### config.mk
export PLATFORM = sky130hd
export DESIGN_NAME = decode_queue_flat
export DESIGN_NICKNAME = d
export VERILOG_FILES = /design/src/rtl/decode_queue_if.sv /design/src/rtl/decode_queue.sv /design/src/flat_wrapper.sv
export SDC_FILE = /design/constraint.sdc
export NUM_CORES = 1
export LEC_CHECK = 0
export ABC_AREA = 1
export CORE_UTILIZATION = 45
export DETAILED_ROUTE_END_ITERATION = 12
export PLACE_DENSITY = 0.71
export SETUP_SLACK_MARGIN = 0.3
export SLEW_MARGIN = 5
export SYNTH_ARGS = -nofsm -noshare
export SYNTH_HDL_FRONTEND = slang
export SYNTH_SLANG_ARGS = --single-unit
### constraint.sdc
create_clock -name clk -period 3.4 [get_ports clk]
set_input_delay 0.85 -clock clk [delete_from_list [all_inputs] [get_ports clk]]
set_output_delay 0.85 -clock clk [all_outputs]
set_load 0.02 [all_outputs]
### src/rtl/decode_queue_if.sv
// Handshake and decoded-head bundle for decode_queue.
// Both sides use valid/ready: a transfer happens on a rising edge where valid && ready.
interface decode_queue_if;
  logic       in_valid;
  logic       in_ready;
  logic [8:0] inst;
  logic       flush;
  logic       out_valid;
  logic       out_ready;
  logic       type_1;
  logic       type_2;
  logic       type_3;
  logic       type_4;
  logic       type_5;
  logic [1:0] r1;
  logic [1:0] r2;
  logic [3:0] funct;
  logic [5:0] immediate;

  modport master (
    output in_valid, inst, flush, out_ready,
    input  in_ready, out_valid, type_1, type_2, type_3, type_4, type_5,
           r1, r2, funct, immediate
  );

  modport slave (
    input  in_valid, inst, flush, out_ready,
    output in_ready, out_valid, type_1, type_2, type_3, type_4, type_5,
           r1, r2, funct, immediate
  );
endinterface

### src/rtl/decode_queue.sv
// Instruction decode followed by a DEPTH-entry FIFO of decoded entries.
// Optional pop counter perf_cnt is built only when DECODE_PERF_EN is defined.
module decode_queue #(
  parameter int DEPTH = 2,
  parameter int CNT_W = 16
) (
  input  logic clk,
  input  logic rst,
  decode_queue_if.slave q
`ifdef DECODE_PERF_EN
  ,
  output logic [CNT_W-1:0] perf_cnt
`endif
);

  localparam int PW = $clog2(DEPTH);
  localparam int CW = PW + 1;

  if ((DEPTH != 2 && DEPTH != 4 && DEPTH != 8) || CNT_W < 1) begin : g_bad_params
    $error("decode_queue: DEPTH must be 2, 4 or 8 and CNT_W at least 1");
  end

  // typ[0] is type_1 ... typ[4] is type_5
  typedef struct packed {
    logic [4:0] typ;
    logic [1:0] r1;
    logic [1:0] r2;
    logic [3:0] funct;
    logic [5:0] imm;
  } entry_t;

  function automatic entry_t decode(input logic [8:0] w);
    entry_t e;
    e = '0;
    if (w[8:6] == 3'b111) begin
      e.typ = 5'b01000;
      e.imm = w[5:0];
    end else if (w[8]) begin
      e.typ   = 5'b00010;
      e.funct = {2'b00, w[7:6]};
      e.r1    = w[5:4];
      e.imm   = {2'b00, w[3:0]};
    end else if (w[8:6] == 3'b011) begin
      e.typ   = 5'b00010;
      e.funct = {3'b100, w[5]};
      e.r1    = w[4:3];
      e.imm   = {3'b000, w[2:0]};
    end else if (w[8:4] == 5'b01011) begin
      e.typ = 5'b01000;
      e.imm = {2'b00, w[3:0]};
    end else if (w[8:4] != 5'b0) begin
      e.typ   = 5'b00001;
      e.funct = w[7:4];
      e.r1    = w[3:2];
      e.r2    = w[1:0];
    end else if (w[8:2] != 7'b0) begin
      e.typ   = 5'b00100;
      e.funct = {2'b00, w[3:2]};
      e.r1    = w[1:0];
    end else begin
      e.typ   = 5'b10000;
      e.funct = {3'b000, w[0]};
    end
    return e;
  endfunction

  entry_t          mem_q [DEPTH];
  logic [PW-1:0]   wr_q, wr_d;
  logic [PW-1:0]   rd_q, rd_d;
  logic [CW-1:0]   cnt_q, cnt_d;
  logic            full, empty, push, pop;
  entry_t          head;

  // Ready and valid come only from the occupancy register, never from inputs.
  assign full  = (cnt_q == CW'(DEPTH));
  assign empty = (cnt_q == '0);
  assign push  = q.in_valid && !full;
  assign pop   = q.out_ready && !empty;

  always_comb begin
    wr_d  = wr_q;
    rd_d  = rd_q;
    cnt_d = cnt_q;
    if (q.flush) begin
      wr_d  = '0;
      rd_d  = '0;
      cnt_d = '0;
    end else begin
      if (push) wr_d = wr_q + PW'(1);
      if (pop)  rd_d = rd_q + PW'(1);
      if (push && !pop)      cnt_d = cnt_q + CW'(1);
      else if (pop && !push) cnt_d = cnt_q - CW'(1);
    end
  end

  always_ff @(posedge clk or posedge rst) begin
    if (rst) begin
      wr_q  <= '0;
      rd_q  <= '0;
      cnt_q <= '0;
    end else begin
      wr_q  <= wr_d;
      rd_q  <= rd_d;
      cnt_q <= cnt_d;
    end
  end

  // Entry storage needs no reset: it is only visible while occupancy is nonzero.
  always_ff @(posedge clk) begin
    if (push) mem_q[wr_q] <= decode(q.inst);
  end

  assign head = empty ? '0 : mem_q[rd_q];

  assign q.in_ready  = !full;
  assign q.out_valid = !empty;
  assign q.type_1    = head.typ[0];
  assign q.type_2    = head.typ[1];
  assign q.type_3    = head.typ[2];
  assign q.type_4    = head.typ[3];
  assign q.type_5    = head.typ[4];
  assign q.r1        = head.r1;
  assign q.r2        = head.r2;
  assign q.funct     = head.funct;
  assign q.immediate = head.imm;

`ifdef DECODE_PERF_EN
  logic [CNT_W-1:0] perf_q;

  // A pop in a flushing cycle is discarded, so it is not counted.
  always_ff @(posedge clk or posedge rst) begin
    if (rst)                  perf_q <= '0;
    else if (pop && !q.flush) perf_q <= perf_q + CNT_W'(1);
  end

  assign perf_cnt = perf_q;
`endif

endmodule

### src/flat_wrapper.sv
// flat-port wrapper written by rule: the top's interface ports become plain ports
module decode_queue_flat 
#(
  parameter int DEPTH = 2,
  parameter int CNT_W = 16
)
  (clk, rst, q_in_valid, q_inst, q_flush, q_out_ready, q_in_ready, q_out_valid, q_type_1, q_type_2, q_type_3, q_type_4, q_type_5, q_r1, q_r2, q_funct, q_immediate);
  decode_queue_if q_i ();
  input  logic clk;
  input  logic rst;
  input wire logic [$bits(q_i.in_valid)-1:0] q_in_valid;
  input wire logic [$bits(q_i.inst)-1:0] q_inst;
  input wire logic [$bits(q_i.flush)-1:0] q_flush;
  input wire logic [$bits(q_i.out_ready)-1:0] q_out_ready;
  output wire logic [$bits(q_i.in_ready)-1:0] q_in_ready;
  output wire logic [$bits(q_i.out_valid)-1:0] q_out_valid;
  output wire logic [$bits(q_i.type_1)-1:0] q_type_1;
  output wire logic [$bits(q_i.type_2)-1:0] q_type_2;
  output wire logic [$bits(q_i.type_3)-1:0] q_type_3;
  output wire logic [$bits(q_i.type_4)-1:0] q_type_4;
  output wire logic [$bits(q_i.type_5)-1:0] q_type_5;
  output wire logic [$bits(q_i.r1)-1:0] q_r1;
  output wire logic [$bits(q_i.r2)-1:0] q_r2;
  output wire logic [$bits(q_i.funct)-1:0] q_funct;
  output wire logic [$bits(q_i.immediate)-1:0] q_immediate;
  assign q_i.in_valid = q_in_valid;
  assign q_i.inst = q_inst;
  assign q_i.flush = q_flush;
  assign q_i.out_ready = q_out_ready;
  assign q_in_ready = q_i.in_ready;
  assign q_out_valid = q_i.out_valid;
  assign q_type_1 = q_i.type_1;
  assign q_type_2 = q_i.type_2;
  assign q_type_3 = q_i.type_3;
  assign q_type_4 = q_i.type_4;
  assign q_type_5 = q_i.type_5;
  assign q_r1 = q_i.r1;
  assign q_r2 = q_i.r2;
  assign q_funct = q_i.funct;
  assign q_immediate = q_i.immediate;
  decode_queue #(.DEPTH(DEPTH), .CNT_W(CNT_W)) u_core (.clk(clk), .rst(rst), .q(q_i));
endmodule
* After elaboration in Yosys (flattened, before gate mapping) *
Memories as Yosys holds them, arrays and structs flattened.
Index checks and enable logic that the tools add are counted.

storage, ports and cells
  memories kept = 1
  bits in registers = 4
  bits in latches = 0
  ROM bits = 0
  input bits = 14
  output and inout port bits = 21
  memory bits (writable) = 38

operators by class
  shifts and indexed selects = 0
  multipliers = 0
  muxes and demuxes = 31
  order comparisons = 0
  equal/unequal tests = 4
  divide/modulo/power cells = 0
  reductions and logical operators = 14
  bitwise logic cells = 0
  $add $sub $neg = 4

memory list
  name          words  width  rd ports  clocked after memory_dff  wr ports  RTL line            RTL
  u_core.mem_q  2      19     1         0                         1         decode_queue.sv:67  entry_t mem_q [DEPTH];

operator list
  kind                 number
  $mux 8               3
  $mux 7               3
  $mux 10              2
  $mux 5               4
  $mux 19              1
  $mux 2               8
  $mux 6               2
  $mux 4               2
  $reduce_bool 7->1    1
  $mux 1               6
  $eq 5x4->1 const B   1
  $reduce_bool 5->1    1
  $logic_and 1x1->1    4
  $logic_not 1->1      4
  $reduce_bool 2->1    2
  $eq 3x2->1 const B   1
  $eq 3x3->1 const B   1
  $reduce_bool 3->1    1
  $add 1x1->1 const B  2
  $add 2x1->2 const B  1
  $eq 2x2->1 const B   1
  $logic_not 2->1      1
  $sub 2x1->2 const B  1

* Longest topological paths before layout *
  depth in word-level cells = 8
  mapped depth = 8
  gate-level depth less buffers = 8

* Least setup slack after synthesis *
No wires, ideal clock.

  kind = input -> register
  start = in q_in_valid
  end = mem u_core.mem_q[1][0] in the netlist's numbering (enable)
  setup slack = 1203 ps
  stages = 2
  buffers on the path = 0
  arrival time = 1801 ps
  cells stage by stage = nand2_1 nor2_1

on the way
  word-level cells in the longest chain between the ends = 3

RTL lines
  element                       RTL line             RTL
  start: declaration            flat_wrapper.sv:11   input wire logic [$bits(q_i.in_valid)-1:0] q_in_valid;
  $logic_and 1x1->1             decode_queue.sv:77   assign push = q.in_valid && !full;
  $mux 1                        decode_queue.sv:110  if (push) mem_q[wr_q] <= decode(q.inst);
  $mux 1 (implied by the code)  decode_queue.sv:110
  end: declaration              decode_queue.sv:67

No other way between the ends.

* Worst setup path after layout *
  start = reg u_core.rd_q
  end = out q_r1[0]

on the way
  word-level cells in the longest chain between the ends = 2

RTL lines
  element                   RTL line             RTL
  start: declaration        decode_queue.sv:69   logic [PW-1:0] rd_q, rd_d;
  start signal: assignment  decode_queue.sv:103  rd_q <= rd_d;
  $mem_v2 2x19              --
  $mux 19                   decode_queue.sv:113  assign head = empty ? '0 : mem_q[rd_q];
  end: declaration          flat_wrapper.sv:22   output wire logic [$bits(q_i.r1)-1:0] q_r1;

No other way between the ends.

==> reports/qor.yml <==
outcome:
  status: "completed"
clocking:
  cts_tree: "yes"
  cts_hold_buf: 0
  cts-root-buf: "clkbuf_8"
  htreeDepth: 2
  clockBufferDepth: 2
  clkTransAtPathRegs_ns: 0.07
  cts.sink_count: 42
  clk_latency_ns: 0.29
  cts_buffers: 5
placed_design:
  gp_congestion: 0.875
  place_ws_ns: 0.713
  io_buffers: 34
  dp_hpwl_um: 2610
grt:
  overflow: 0
  grtUsageTotal: 0.183
  grt_pass1_vias: 1470
  grt_pass1_wl_um: 6760
  antenna_found_initial: 0
  grt_start_max_net_pins: 22
floorplanning:
  dieArea_mm2: 0.00484
  io_pins: 35
  core_area_mm2: 0.00438
  rows: 24
  initial_utilization: 0.469
  die_height_um: 69.6
  die-width_um: 69.6
synthesis:
  netlist_area_mm2: 0.00205
  synth_fa_ha_area_frac: 0.0122
  netlist_instances: 214
  synth-compound-area-share: 0.103
  synthSimpleGateAreaFrac: 0.211
  synth_area_per_cell_um2: 9.60
  synth_cell_types: 22
  syn_nets: 230
  synthMuxAreaShare: 0
  synth_seq_cells: 42
  synth_xor_area_frac: 0
  synth_top_family_by_area: "simple AND/OR/NAND/NOR gates"
  synth_seq_area_share: 0.604
  ys_warn_count: 0
detailed_routing:
  vias: 1507
  viasPerCell: 4.94
  dr.pass1.iters: 4
  drt_iter0_markers: 82
  drc_errors: 0
  ant_nets: 0
  routedWlPerCell_um: 12.6
  drt_wl_total_um: 3850
final_layout:
  syn_to_final_growth_pct: 24.4
  fillCellCount: 409
  mostFrequentLayoutCell: "nand2_1"
  drive_gt1_frac: 0.123
  postLayoutCoreUtil: 0.583
  multi_input_area_um2: 671
  layout_common_cells: "nand2_1 (54), edfxtp_1 (38), clkdlybuf4s50_1 (34)"
  num_antenna_cells: 0
  final_nets: 268
  regArea_mm2: 0.00124
critical_path:
  required_ns: 2.55
  cp_top_family: "buffers and inverters"
  worst_setup_path_start_kind: "flip-flop"
  critPathBufInv: 2
  cp_slowest_cell: "clkdlybuf4s50_1"
  arrival_ns: 1.87
  crit_fanout: 21
  crit_path_end_kind: "output port"
  crit_type: "flip-flop to output port"
  max_stage_delay_ns: 0.63
  path_cells: "clkinvlp_4 > nand2_1 > a21oi_1 > clkdlybuf4s50_1"
pwr:
  switching_share: 0.314
  p_sw_uw: 460
  p_per_area_mw_per_mm2: 573
  clockPowerShare: 0.231
  power_frac_seq: 0.444
  total_power_uw: 1460
  power_leakage_uw: 0.00104
  ir_drop_v: 0.000283
  combPwrFrac: 0.325
  intPower_uw: 1000
timing:
  final_hold_viol_count: 0
  period_share: 0.801
  setup_violations: 0
  timing.final.max_slew_violations: 0
  worstMarginPinSlew_ns: 0.378
  rsz0062_at_grt: "no"
  fmax_mhz: 367
  timing.final.ws_setup_ns: 0.676
  fin_tns_setup_ns: 0
  relSlewSlack: 0.747
  clock_skew_ns: 0.00511
  period_minus_slack_ns: 2.72
job:
  maxCapViolations: 0
worst_hold_path:
  min-delay-path-class: "flip-flop to flip-flop"
-- worst paths after layout --
path / from / end / slack (ns) / cells past startpoint
min reg2reg: u_core.cnt_q[1] / u_core.cnt_q[1] / 0.57 / 2
min in group asynchronous: rst / u_core.cnt_q[1] / 0.75 / 2
max in group asynchronous: rst / u_core.rd_q / 2.49 / 2
min: u_core.cnt_q[1] / u_core.cnt_q[1] / 0.57 / 2
max: u_core.rd_q / q_r1[0] / 0.68 / 4
max reg2reg: u_core.cnt_q[0] / u_core.cnt_q[0] / 1.99 / 8
-- power by group through the flow --
stage / Clock, uW / Sequential, uW / Combinational (uW)
2_1_floorplan: 0 / 657 / 278
3_3_place_gp: 0 / 658 / 477
3_5_place_dp: 0 / 660 / 479
4_1_cts: 346 / 648 / 481
5_1_grt: 368 / 656 / 526
6_report: 338 / 650 / 476
-- cell type report --
cell class,count,area share
clock buffers,7,0.0377
clock inverters,1,0.00147
inverters,27,0.0421
multi-input cells,138,0.262
flip-flops and latches,42,0.486
well taps,52,0.0255
repair buffers,38,0.145
-- metal layers --
layer  global-route usage  vias to the layer above  part of all wire
li1                     -                      786                 -
met1                0.239                      687              0.45
met2                0.296                       32              0.50
met3               0.0436                        2             0.044
met4               0.0680                        0            0.0049
met5                    0                        -                 0
-- flip-flops by register name, summed over array words and instances, names as in the netlist --
name / cells
u_core.mem_q: 38
u_core.cnt_q: 2
u_core.rd_q: 1
u_core.wr_q: 1
-- cells in the mapped netlist --
| master | n | area [um^2] |
|---|---|---|
| inv_1 | 25 | 93.8 |
| o21ai_1 | 1 | 5.00 |
| inv_2 | 1 | 3.75 |
| nor3_1 | 3 | 15.0 |
| inv_4 | 1 | 6.26 |
| dfrtp_1 | 4 | 100 |
| clkbuf_1 | 2 | 7.51 |
| nand2_2 | 5 | 31.3 |
| edfxtp_1 | 38 | 1140 |
| a21oi_2 | 1 | 8.76 |
| nand2_1 | 54 | 203 |
| nand3_1 | 7 | 35.0 |
| o211ai_1 | 5 | 37.5 |
| nor2_2 | 7 | 43.8 |
| and3_1 | 1 | 6.26 |
| ha_1 | 2 | 25.0 |
| o21ai_0 | 9 | 45.0 |
| nand3_2 | 4 | 40.0 |
| buf_6 | 1 | 11.3 |
| a21oi_1 | 23 | 115 |
| buf_2 | 4 | 20.0 |
| nor2_1 | 16 | 60.1 |
-- cells by family (layout without fill, tap and decap cells) --
group,after synthesis,in the layout
buffers and inverters,34,73
AO/OA/AOI/OAI,39,39
AND/OR/NAND/NOR,97,97
flip-flops,42,42
adder cells (fa/ha/maj),2,2
-- repair_timing --
action	CTS	global route
endpoints found under the hold margin	0	0
setup buffers	0	0
endpoints found under the setup margin	0	2
gates resized for setup	0	1
-- through the flow --
stage | instances | hold slack (ns) | cell area, um^2
CTS | 305 | 0.575 | 2550
global route | 305 | 0.639 | 2550
finish | 305 | 0.575 | 2550
detailed placement | 297 | 0.559 | 2450
global placement | 297 | 0.551 | 2450
floorplan | 214 | 0.522 | 2050
-- tightest hold or removal path: stages (launching register included) --
cell	delay, ns
dfrtp_1	0.38
nor2_1	0.06
nor2_1	0.09
No activity file was read; power rests on OpenSTA's default activity.
